**src/rtl/nanorv32_irq_ctrl.sv**
```systemverilog
// Interrupt controller ahead of the flow-control stage: synchronises sources, latches
// edge/level pending bits, masks, prioritises and tracks the single in-service interrupt.
module nanorv32_irq_ctrl #(
  parameter int unsigned NB_IRQ      = 8,
  parameter int unsigned SYNC_STAGES = 2
) (
  input  logic              clk,
  input  logic              rst_n,
  input  logic [NB_IRQ-1:0] irq_src,
  input  logic              reg_wr,
  input  logic [1:0]        reg_addr,
  input  logic [31:0]       reg_wdata,
  output logic [31:0]       reg_rdata,
  output logic              irq,
  input  logic              irq_ack,
  input  logic              interrupt_state_r,
  output logic [4:0]        irq_id,
  output logic              irq_active
);

  localparam int unsigned ID_W = 5;

  localparam logic [1:0] ST_IDLE   = 2'd0;
  localparam logic [1:0] ST_REQ    = 2'd1;
  localparam logic [1:0] ST_ACTIVE = 2'd2;

  localparam logic [1:0] A_ENABLE   = 2'd0;
  localparam logic [1:0] A_EDGE_SEL = 2'd1;
  localparam logic [1:0] A_PENDING  = 2'd2;
  localparam logic [1:0] A_STATUS   = 2'd3;

  logic [NB_IRQ-1:0] sync_q [SYNC_STAGES];
  logic [NB_IRQ-1:0] sync;
  logic [NB_IRQ-1:0] sync_d;
  logic [NB_IRQ-1:0] enable;
  logic [NB_IRQ-1:0] edge_sel;
  logic [NB_IRQ-1:0] pending;
  logic [NB_IRQ-1:0] pending_next;
  logic [NB_IRQ-1:0] rise;
  logic [NB_IRQ-1:0] w1c;
  logic [NB_IRQ-1:0] ack_clr;
  logic [NB_IRQ-1:0] cand;
  logic              cand_any;
  logic [ID_W-1:0]   cand_id;

  logic [1:0]        state;
  logic [1:0]        state_next;
  logic [ID_W-1:0]   sel_id;
  logic [ID_W-1:0]   sel_next;
  logic [ID_W-1:0]   id_next;
  logic              ack_take;
  logic              int_state_d;
  logic              unused_wdata;

  assign unused_wdata = ^reg_wdata;

  // Input synchroniser chain plus one extra delay for edge detection
  always_ff @(posedge clk or negedge rst_n) begin
    if (!rst_n) begin
      sync_q <= '{default: '0};
      sync_d <= '0;
    end else begin
      sync_q[0] <= irq_src;
      for (int unsigned s = 1; s < SYNC_STAGES; s++) begin
        sync_q[s] <= sync_q[s-1];
      end
      sync_d <= sync;
    end
  end

  assign sync = sync_q[SYNC_STAGES-1];
  assign rise = sync & ~sync_d;
  assign w1c  = (reg_wr && reg_addr == A_PENDING) ? reg_wdata[NB_IRQ-1:0] : '0;

  // Edge bits: a fresh rise beats any clear in the same cycle; level bits track sync
  assign pending_next = (edge_sel & ((pending & ~w1c & ~ack_clr) | rise))
                      | (~edge_sel & sync);

  always_ff @(posedge clk or negedge rst_n) begin
    if (!rst_n) begin
      enable   <= '0;
      edge_sel <= '0;
      pending  <= '0;
    end else begin
      if (reg_wr && reg_addr == A_ENABLE)   enable   <= reg_wdata[NB_IRQ-1:0];
      if (reg_wr && reg_addr == A_EDGE_SEL) edge_sel <= reg_wdata[NB_IRQ-1:0];
      pending <= pending_next;
    end
  end

  assign cand     = pending & enable;
  assign cand_any = |cand;

  // Lowest set index wins
  always_comb begin
    cand_id = '0;
    for (int i = int'(NB_IRQ) - 1; i >= 0; i--) begin
      if (cand[i]) cand_id = ID_W'(i);
    end
  end

  always_ff @(posedge clk or negedge rst_n) begin
    if (!rst_n) begin
      state       <= ST_IDLE;
      sel_id      <= '0;
      irq_id      <= '0;
      irq         <= 1'b0;
      irq_active  <= 1'b0;
      int_state_d <= 1'b0;
    end else begin
      state       <= state_next;
      sel_id      <= sel_next;
      irq_id      <= id_next;
      irq         <= (state_next == ST_REQ);
      irq_active  <= (state_next == ST_ACTIVE);
      int_state_d <= interrupt_state_r;
    end
  end

  always_comb begin
    state_next = state;
    sel_next   = sel_id;
    id_next    = irq_id;
    ack_take   = 1'b0;
    case (state)
      ST_IDLE: begin
        if (cand_any) begin
          state_next = ST_REQ;
          sel_next   = cand_id;
        end
      end
      ST_REQ: begin
        if (!cand_any) begin
          state_next = ST_IDLE;
        end else if (irq_ack) begin
          state_next = ST_ACTIVE;
          id_next    = sel_id;
          ack_take   = 1'b1;
        end else begin
          sel_next = cand_id;
        end
      end
      ST_ACTIVE: begin
        // Handler done when flow control drops its interrupt state
        if (int_state_d && !interrupt_state_r) state_next = ST_IDLE;
      end
      default: state_next = ST_IDLE;
    endcase
  end

  assign ack_clr = ack_take ? (NB_IRQ'(1) << sel_id) : '0;

  always_comb begin
    reg_rdata = '0;
    case (reg_addr)
      A_ENABLE:   reg_rdata = 32'(enable);
      A_EDGE_SEL: reg_rdata = 32'(edge_sel);
      A_PENDING:  reg_rdata = 32'(pending);
      A_STATUS:   reg_rdata = {22'd0, irq, irq_active, 3'd0, irq_id};
      default:    reg_rdata = '0;
    endcase
  end

endmodule

```
**config.mk**
```make
export PLATFORM = sky130hd
export DESIGN_NAME = nanorv32_irq_ctrl
export DESIGN_NICKNAME = d
export VERILOG_FILES = /design/src/rtl/nanorv32_irq_ctrl.sv
export SDC_FILE = /design/constraint.sdc
export NUM_CORES = 1
export LEC_CHECK = 0
export ABC_AREA = 1
export CORE_AREA = 10 10 92 94
export DETAILED_ROUTE_END_ITERATION = 10
export DIE_AREA = 0 0 102 104
export PLACE_DENSITY = 0.71
export SLEW_MARGIN = 20
export SYNTH_ARGS = -nofsm -noshare
export SYNTH_HDL_FRONTEND = slang
export SYNTH_SLANG_ARGS = --single-unit
```
**constraint.sdc**
```tcl
create_clock -name clk -period 3.37 [get_ports clk]
set_clock_uncertainty 0.1 [all_clocks]
set_input_delay 0.8425 -clock clk [delete_from_list [all_inputs] [get_ports clk]]
set_output_delay 0.8425 -clock clk [all_outputs]
set_load 0.03 [all_outputs]
```
==> impl_metrics.sql, run 1 <==
INSERT INTO impl_metrics (metric_group, metric, value, unit) VALUES
('synth', 'synth.top_cells.by_area', 'dfrtp_1 (56%), nand2_1 (15%), buf_4 (6.8%)', ''),
('layout', 'area_delta_synth_final', '19.0', '%'),
('die', 'start_util', '39.8', '%'),
('clock_network', 'clock_root_buffer', 'clkbuf_8', ''),
('synth', 'yosysWarningCount', '0', ''),
('sta', 'final-setup-viol-count', '0', ''),
('die', 'ioPinCount', '86', ''),
('clock_network', 'max-clock-path-buffers', '2', ''),
('sta', 'fin_max_slew_vios', '0', ''),
('grt', 'pin_count_of_the_biggest_net_entering_global_routing', '59', ''),
('flow_run', 'drv_cap', '0', ''),
('sta', 'final_worst_path_period_share', '93.5', '%'),
('power', 'cellLeakagePower', '1.58', 'nW'),
('clock_network', 'number_of_setup_buffers_added_after_cts', '0', ''),
('outcome', 'run_status', 'finished, final reports clean', ''),
('drt', 'wl_per_cell', '13.1', 'µm'),
('die', 'die-area', '10600', 'µm²'),
('layout', 'antenna_diodes', '0', ''),
('sta', 'final_hold_violations', '0', ''),
('synth', 'post-synth-top-count-cell', 'nand2_1', ''),
('grt', 'grtUsageTotal', '10.8', '%'),
('synth', 'synthFlopType', 'dfrtp_1', ''),
('setup_path', 'critPathArrivalTime', '2.21', 'ns'),
('clock_network', 'ctsHtreeMaxLevel', '3', ''),
('drt', 'drtPass1Iterations', '4', ''),
('clock_network', 'cts_hold_repair.buffers', '0', ''),
('grt', 'global_route.overflow_total', '0', ''),
('clock_network', 'cts_buffers', '9', ''),
('setup_path', 'criticalPathCategory', 'in2out', ''),
('power', 'p_int', '0.00134', 'W'),
('synth', 'netlist_instances', '294', ''),
('power', 'power.share.clock', '27.0', '%'),
('synth', 'avgSynthCellArea', '9.05', 'µm²'),
('setup_path', 'critPathRequiredTime', '2.43', 'ns'),
('setup_path', 'crit_path_max_fanout', '8', ''),
('die', 'core_region_area', '6680', 'µm²'),
('layout', 'drive_above_1_share', '15.4', '%'),
('grt', 'antenna_found_initial', '0', ''),
('synth', 'netlist.area_leader.share', '55.5', '%'),
('synth', 'synth_seq_area_share', '55.5', '%'),
('placement', 'dp_hpwl', '4.07', 'mm'),
('synth', 'synth_area', '2660', 'µm²'),
('power', 'power.switching', '0.000736', 'W'),
('synth', 'synth_edf_count', '0', ''),
('power', 'worst_voltage_drop_across_the_vdd_grid', '305', 'µV'),
('power', 'power.combinational.fraction', '28.6', '%'),
('placement', 'numPortBuffers', '37', ''),
('min_path', 'hold_class', 'in2async', ''),
('clock_network', 'clkTransAtPathRegs', '0.06', 'ns'),
('drt', 'route.detailed.drc', '0', ''),
('layout', 'final.fill_count', '640', ''),
('clock_network', 'worstSkewPairLatency', '0.33', 'ns'),
('layout', 'final_net_count', '386', ''),
('clock_network', 'cts_sink_cnt', '59', ''),
('synth', 'synth.cells.most_frequent', 'nand2_1 (103), dfrtp_1 (59), inv_1 (25), buf_4 (24), nor2_1 (14)', ''),
('drt', 'first_iter_violations', '102', ''),
('sta', 'maximum_frequency_from_static_timing_analysis', '317', 'MHz'),
('die', 'height_of_the_die', '104', 'µm'),
('clock_network', 'tritoncts', 'built', ''),
('clock_network', 'post_cts_resize_count', '0', ''),
('die', 'chipWidth', '102', 'µm'),
('drt', 'post_drt_via_cell_ratio', '4.50', ''),
('drt', 'route.antenna.remaining_nets', '0', ''),
('drt', 'num_vias', '1910', ''),
('sta', 'grt_setup_unrepaired', 'no', ''),
('power', 'switching_share', '35.4', '%'),
('layout', 'post-route-util', '47.4', '%'),
('placement', 'routabilityCongestion', '0.903', ''),
('sta', 'aggregate_negative_setup_slack', '0', 'ns'),
('power', 'p_seq_share', '44.4', '%'),
('power', 'total_power', '0.00208', 'W'),
('synth', 'synth_cell_type_count', '21', ''),
('grt', 'first_global_vias', '1903', ''),
('power', 'power_density', '657', 'nW/µm²'),
('synth', 'synth-seq-cells', '59', ''),
('die', 'number_of_rows_in_the_core_area', '30', ''),
('sta', 'period_minus_slack', '3.15', 'ns'),
('synth', 'postSynth.asyncResetShare', '100', '%'),
('synth', 'synth.largest_area_cell', 'dfrtp_1', ''),
('grt', 'grt_pass1_wl', '9.09', 'mm'),
('setup_path', 'cp-end-kind', 'output pin', ''),
('setup_path', 'cp_launch_type', 'input pin', ''),
('drt', 'route.final.wire_length', '5.54', 'mm');
==> area by class of cell <==
cell class | count | area, µm² | area share (%)
tap | 80 | 100 | 3.16
clock inverter | 2 | 10.0 | 0.316
clock buffer | 14 | 163 | 5.14
inverter | 26 | 97.6 | 3.08
multi-input combinational | 205 | 958 | 30.3
timing repair buffer | 38 | 360 | 11.4
sequential | 59 | 1480 | 46.6
==> state kept, by name, indices dropped and copies added (netlist names), 2 cells and up <==
name and flops:
edge_sel 8, enable 8, pending 8, sync 8, sync_d 8, sync_q 8
irq_id 3, sel_id 3, state 2
==> power groups by stage <==
stage | clock (W) | sequential (W) | combinational (W)
6_report | 0.000561 | 0.000923 | 0.000594
5_1_grt | 0.000605 | 0.000941 | 0.000663
4_1_cts | 0.000573 | 0.000922 | 0.000599
3_5_place_dp | 0 | 0.000934 | 0.000597
3_3_place_gp | 0 | 0.000929 | 0.000590
2_1_floorplan | 0 | 0.000966 | 0.000378
==> metrics by stage <==
step	hold WS [ns]	worst slack, ns	instance area, µm²	cells
2_1_floorplan	0.231	1.00	2750	317
3_3_place_gp	0.233	0.214	2990	408
3_5_place_dp	0.237	0.217	2990	408
4_1_cts	0.190	0.185	3170	424
5_1_grt	0.184	0.121	3170	424
6_report	0.198	0.220	3170	424
==> placed cells by master, fill, tap and decap left out, drive strengths merged <==
master,instances
clkinv,2
o21ai,26
nand2,112
a31o,1
nand3,13
nand3b,1
dfrtp,59
nand4,4
a21oi,1
clkbuf,14
inv,26
clkdlybuf4s50,26
o31ai,2
nor2,21
conb,24
buf,12
==> routing by layer <==
| metal | up-vias | track usage [%] | part of all wire, % |
|---|---|---|---|
| met5 | - | 0 | 0 |
| met4 | 0 | 3.73 | 1.1 |
| met3 | 7 | 4.12 | 8.5 |
| met2 | 65 | 17.0 | 46 |
| met1 | 877 | 13.0 | 44 |
| li1 | 961 | - | - |
==> final timing paths <==
path	startpoint	end	slack, ns	cells after the start
max	reg_addr[1]	reg_rdata[2]	0.22	6
min	rst_n	sync_q[8]	0.20	1
max reg2reg	enable[1]	pending[7]	1.98	7
min reg2reg	sync_q[9]	sync[1]	0.25	0
max in group asynchronous	rst_n	edge_sel[2]	2.49	2
min in group clk	sync_q[9]	sync[1]	0.25	0
==> worst max-delay path: stages <==
cell and delay (ns):
clkdlybuf4s50_1 0.62, nand2_2 0.12, inv_1 0.25, nand2_1 0.08, nand4_1 0.11, buf_4 0.18
==> kinds of logic (layout without fill, tap and decap cells) <==
kind of cell    count (synthesis)  in the layout  share of synthesized area, %
simple gates                  151            151                          25.3
other cells                     1             24                         0.141
buf+inv                        53             80                          11.7
compound gates                 30             30                          7.38
flops                          59             59                          55.5
No activity file was read; power rests on OpenSTA's default activity.
==> run 2, diff against run 1 <==
- CORE_AREA: 10 10 92 94 -> 10 10 88 90
- DIE_AREA: 0 0 102 104 -> 0 0 98 100
- PLACE_DENSITY: 0.71 -> 0.77
==> run 2 against run 1 <==
Die area fell by 7.6%; sequential power barely moved; cell area rose by 1.4%; total power rose by 8.1%; routed wire length rose by 2.4%; worst setup slack got worse by 0.050 ns; fmax fell by 1.6%; critical path depth did not move; core utilization rose by 5.0 points.
==> impl_metrics.sql, run 2 (same netlist as run 1, synthesis figures left out) <==
INSERT INTO impl_metrics (metric_group, metric, value, unit) VALUES
('grt', 'pin_count_of_the_biggest_net_entering_global_routing', '45', ''),
('layout', 'drive_above_1_share', '16.5', '%'),
('die', 'height_of_the_die', '100', 'µm'),
('sta', 'final-setup-viol-count', '0', ''),
('drt', 'first_iter_violations', '145', ''),
('grt', 'first_global_vias', '2141', ''),
('sta', 'aggregate_negative_setup_slack', '0', 'ns'),
('clock_network', 'post_cts_resize_count', '0', ''),
('drt', 'drtPass1Iterations', '5', ''),
('grt', 'global_route.overflow_total', '0', ''),
('setup_path', 'path_delay_family', 'buffers and inverters', ''),
('min_path', 'hold_class', 'reg2reg', ''),
('die', 'ioPinCount', '86', ''),
('layout', 'layout.cells.most_common', 'nand2_1', ''),
('layout', 'final_net_count', '387', ''),
('setup_path', 'cp.buffers_inverters', '3', ''),
('die', 'chipWidth', '98', 'µm'),
('power', 'worst_voltage_drop_across_the_vdd_grid', '320', 'µV'),
('clock_network', 'tritoncts', 'built', ''),
('sta', 'grt_setup_unrepaired', 'no', ''),
('clock_network', 'cts_sink_cnt', '59', ''),
('setup_path', 'cp-end-kind', 'output pin', ''),
('power', 'power_density', '700', 'nW/µm²'),
('setup_path', 'crit_path_cell_trace', 'clkdlybuf4s50_1 -> nand2_2 -> inv_1 -> nand2_1 -> nand4_1 -> buf_4', ''),
('die', 'start_util', '43.4', '%'),
('layout', 'antenna_diodes', '0', ''),
('placement', 'dp_hpwl', '4.13', 'mm'),
('die', 'die-area', '9800', 'µm²'),
('clock_network', 'max-clock-path-buffers', '2', ''),
('layout', 'stdcell_area', '3210', 'µm²'),
('sta', 'final_worst_path_period_share', '95.0', '%'),
('layout', 'most-common-layout-cells', 'nand2_1 (103), dfrtp_1 (59), clkdlybuf4s50_1 (26)', ''),
('sta', 'period_minus_slack', '3.20', 'ns'),
('drt', 'wl_per_cell', '13.4', 'µm'),
('setup_path', 'crit_path_max_incr_delay', '0.65', 'ns'),
('layout', 'post_layout_nonfiller_instances', '422', ''),
('drt', 'route.antenna.remaining_nets', '0', ''),
('sta', 'maximum_frequency_from_static_timing_analysis', '312', 'MHz'),
('setup_path', 'cp_launch_type', 'input pin', ''),
('drt', 'post_drt_via_cell_ratio', '4.71', ''),
('setup_path', 'critPathArrivalTime', '2.26', 'ns'),
('power', 'cellLeakagePower', '1.61', 'nW'),
('clock_network', 'number_of_setup_buffers_added_after_cts', '0', ''),
('placement', 'routabilityCongestion', '0.897', ''),
('layout', 'area_delta_synth_final', '20.7', '%'),
('sta', 'final_hold_violations', '0', ''),
('power', 'total_power', '0.00225', 'W'),
('clock_network', 'clock_root_buffer', 'clkbuf_8', ''),
('outcome', 'run_status', 'finished, final reports clean', ''),
('clock_network', 'ctsHtreeMaxLevel', '3', ''),
('clock_network', 'cts_hold_repair.buffers', '0', ''),
('placement', 'place_inst', '406', ''),
('grt', 'antenna_found_initial', '0', ''),
('sta', 'tightest_slew', '0.932', 'ns'),
('clock_network', 'cts_buffers', '9', ''),
('die', 'number_of_rows_in_the_core_area', '29', ''),
('clock_network', 'worstSkewPairLatency', '0.35', 'ns'),
('drt', 'num_vias', '1989', ''),
('sta', 'fin_ws', '0.170', 'ns'),
('sta', 'timing.slew.headroom', '37.9', '%'),
('setup_path', 'critical-path-slowest-cell', 'clkdlybuf4s50_1', ''),
('grt', 'grt_pass1_wl', '9.81', 'mm'),
('sta', 'fin_max_slew_vios', '0', ''),
('setup_path', 'criticalPathCategory', 'in2out', ''),
('drt', 'route.final.wire_length', '5.68', 'mm'),
('placement', 'dp_worst_setup_slack', '0.184', 'ns'),
('grt', 'grtUsageTotal', '12.4', '%'),
('setup_path', 'critPathRequiredTime', '2.43', 'ns'),
('flow_run', 'drv_cap', '0', ''),
('placement', 'placed_area', '2980', 'µm²'),
('die', 'core_region_area', '6130', 'µm²'),
('placement', 'numPortBuffers', '37', ''),
('clock_network', 'clkTransAtPathRegs', '0.07', 'ns'),
('setup_path', 'crit_path_max_fanout', '8', ''),
('drt', 'route.detailed.drc', '0', '');
-- run 2: cell count changes in the layout (fill, tap and decap cells not counted), sizes merged --
cell / delta
buf: +1
bufinv: +2
clkbuf: -3
clkinv: +1
-- run 2: cell type report --
class                      count  area (µm²)
timing repair buffer          39         355
tap                           77        96.3
sequential                    59        1480
fill                         563        2920
clock inverter                 5        75.1
multi-input combinational    205         958
inverter                      26        97.6
clock buffer                  11         151
-- run 2: path summary, 6_finish.rpt --
path                              from  depth (start not counted)            to  slack (ns)
setup / recovery           reg_addr[1]                          6  reg_rdata[2]        0.17
hold / removal               sync_q[8]                          0       sync[0]        0.25
setup reg to reg            pending[0]                          7    pending[7]        1.92
hold reg to reg              sync_q[8]                          0       sync[0]        0.25
max in group asynchronous        rst_n                          2    pending[7]        1.94
min in group asynchronous        rst_n                          1       sync[0]        0.54
-- run 2: per-stage QoR --
| stage | utilization, % | hold slack (ns) |
|---|---|---|
| finish | 52.4 | 0.248 |
| floorplan | - | 0.231 |
| global route | 52.4 | 0.250 |
| CTS | 52.4 | 0.248 |
| global placement | 48.7 | 0.232 |
| detailed placement | 48.7 | 0.236 |
-- run 2: worst reg2reg max path: stages, from the launching register on --
cell	delay [ns]
dfrtp_1	0.40
nand2_1	0.12
nand2_2	0.09
nor2_4	0.13
nand2_2	0.10
nand2_4	0.17
nor2_1	0.09
o21ai_0	0.17
-- run 2: power breakdown --
group	internal [W]	total (W)	switching (W)	leakage (nW)
clock network	0.000452	0.000729	0.000277	0.119
logic	0.000209	0.000598	0.000389	0.780
registers	0.000826	0.000920	0.0000934	0.709
-- run 2: routing by layer --
metal | part of all wire (%) | GRT usage, % | vias up
li1 | - | - | 958
met1 | 40 | 13.4 | 930
met2 | 46 | 19.7 | 85
met3 | 12 | 7.01 | 16
met4 | 2.2 | 5.26 | 0
met5 | 0 | 0 | -
==> run 3, diff against run 2 <==
- GPL_TIMING_DRIVEN: unset -> 1
==> results of run 3 <==
Final layout, timing and power as in run 2 (identical DEF).
==> RTL edit, RTL diff (config.mk and constraints of run 2) <==
Register the output `irq_active` once more, without a reset; this adds one clock of latency there. The other outputs are not delayed to match.
--- a/src/rtl/nanorv32_irq_ctrl.sv
+++ b/src/rtl/nanorv32_irq_ctrl.sv
@@ -28,6 +28,8 @@
   localparam logic [1:0] A_EDGE_SEL = 2'd1;
   localparam logic [1:0] A_PENDING  = 2'd2;
   localparam logic [1:0] A_STATUS   = 2'd3;
+
+  logic irq_active_s0;
 
   logic [NB_IRQ-1:0] sync_q [SYNC_STAGES];
   logic [NB_IRQ-1:0] sync;
@@ -105,14 +107,14 @@
       sel_id      <= '0;
       irq_id      <= '0;
       irq         <= 1'b0;
-      irq_active  <= 1'b0;
+      irq_active_s0 <= 1'b0;
       int_state_d <= 1'b0;
     end else begin
       state       <= state_next;
       sel_id      <= sel_next;
       irq_id      <= id_next;
       irq         <= (state_next == ST_REQ);
-      irq_active  <= (state_next == ST_ACTIVE);
+      irq_active_s0 <= (state_next == ST_ACTIVE);
       int_state_d <= interrupt_state_r;
     end
   end
@@ -156,10 +158,14 @@
       A_ENABLE:   reg_rdata = 32'(enable);
       A_EDGE_SEL: reg_rdata = 32'(edge_sel);
       A_PENDING:  reg_rdata = 32'(pending);
-      A_STATUS:   reg_rdata = {22'd0, irq, irq_active, 3'd0, irq_id};
+      A_STATUS:   reg_rdata = {22'd0, irq, irq_active_s0, 3'd0, irq_id};
       default:    reg_rdata = '0;
     endcase
   end
 
+  always_ff @(posedge clk) begin
+    irq_active <= irq_active_s0;
+  end
+
 endmodule
 
Function: changed (a bounded check fails within 10 cycles, from zero or initial values and one cycle with rst_n low).
==> RTL edit against run 2 <==
Synthesized cell count rose by 0.34%; power is essentially flat; routed wire length grew 2.3%; worst setup slack better by 0.034 ns; sequential cell count is 1 higher; sequential share of layout area up 0.59 points; cell area barely moved; area after synthesis increased by 0.75%.
==> RTL edit: results (changes against run 2) <==
asr flop ratio synth: 98.3% (was 100%)
ys flop type: dfrtp_1 (unchanged)
GRT Total Usage: 12.9% (was 12.4%)
drt first pass iters: 4 (was 5)
global-route wire length before repair: 10,200 um (was 9810 um)
grt met3 use: 5.08% (was 7.01%)
htree depth: 3 (unchanged)
maximum vdd ir drop: 0.000397 V (was 0.000320 V)
Pleak: 1.61 nW (about the same)
met2 Use GR: 20.6% (was 19.7%)
root buffer cell: clkbuf_8 (unchanged)
Iteration-0 DRC Markers: 138 (was 145)
detailed-route via count: 1,973 (was 1,989)
placed instance area: 3000 um^2 (was 2980 um^2)
drt wl/cell: 13.8 um (was 13.4 um)
RePlAce Congestion: 0.936 (was 0.897)
post-synthesis cell type count: 22 (was 21)
Worst slew margin: 35.5% (was 37.9%)
largest net degree at the start of global routing: 46 (was 45)
Avg Cell Area, Syn: 9.08 um^2 (was 9.05 um^2)
share of layout cells above drive strength 1: 15.9% (was 16.5%)
hold_sp: sync_q[9]$_DFF_PN0_ (was sync_q[8]$_DFF_PN0_)
top post-synthesis cells by area: dfrtp_1 55%, nand2_1 14%, buf_4 6.7% (was dfrtp_1 56%, nand2_1 15%, buf_4 6.8%)
hpwl dp: 4160 um (was 4130 um)
met1 usage: 14.3% (was 13.4%)
Fill cells: 583 (was 563)
Total Wirelength: 5810 um (was 5680 um)
Reg-to-Reg Start: pending[1]$_DFF_PN0_ (was pending[0]$_DFF_PN0_)
sequential area share after synthesis: 55.8% (was 55.5%)
postcts setup bufs: 0 (unchanged)
vias in the first global route: 2,138 (was 2,141)
status: finished clean (unchanged)
RTL edit: cell count changes after synthesis, sizes merged:
| cell | run 2 | this run |
|---|---|---|
| dfxtp | 0 | 1 |
RTL edit: path summary, 6_finish.rpt:
kind / endpoint / slack, ns / depth (start not counted)
worst max-delay path: reg_rdata[2] / 0.20 / 6
worst min-delay path: sync[1]$_DFF_PN0_ / 0.24 / 0
worst max register to register: pending[0]$_DFF_PN0_ / 1.94 / 7
worst min register to register: sync[1]$_DFF_PN0_ / 0.24 / 0
max in group asynchronous: pending[7]$_DFF_PN0_ / 1.84 / 2
min in group asynchronous: sync_q[8]$_DFF_PN0_ / 0.55 / 1
RTL edit: routing by layer:
layer / routed length (um) / up-vias
met1: 2350 / 930
met4: 163 / 0
met2: 2780 / 65
met5: 0 / -
met3: 517 / 13
li1: - / 965
RTL edit: worst reg2reg max path, stage by stage, from the launching register on:
cell and delay (ns):
dfrtp_1 0.40, nand2_1 0.12, nand2_2 0.09, nor2_4 0.12
nand2_2 0.09, nand2_4 0.17, nor2_1 0.07, o21ai_0 0.18
RTL edit: cells by family (layout without fill, tap and decap cells):
| family | Yosys count | in the layout | share of synthesized area (%) |
|---|---|---|---|
| AO/OA/AOI/OAI | 30 | 30 | 7.33 |
| other | 1 | 24 | 0.140 |
| AND/OR/NAND/NOR | 151 | 151 | 25.1 |
| buffers and inverters | 53 | 80 | 11.6 |
| flip-flops | 60 | 60 | 55.8 |
RTL edit: metrics by stage:
stage	setup WS [ns]	util (%)
6_report	0.204	52.4
4_1_cts	0.172	52.4
3_3_place_gp	0.209	48.9
2_1_floorplan	1.00	-
3_5_place_dp	0.186	48.9
5_1_grt	0.0543	52.4
RTL edit: layout make-up:
class / instances / share of cell area [%]
clock inverter: 5 / 2.34
clock buffer: 11 / 4.40
sequential: 60 / 46.6
inverter: 26 / 3.04
timing repair buffer: 38 / 10.8
tap: 77 / 3.00
multi-input combinational: 205 / 29.8
RTL edit: report_power, final:
part | leakage, nW | switching [mW] | total [mW] | internal (mW)
Sequential | 0.718 | 0.0977 | 0.941 | 0.844
Clock | 0.113 | 0.281 | 0.714 | 0.433
Combinational | 0.775 | 0.386 | 0.594 | 0.208
Total | 1.61 | 0.765 | 2.25 | 1.48
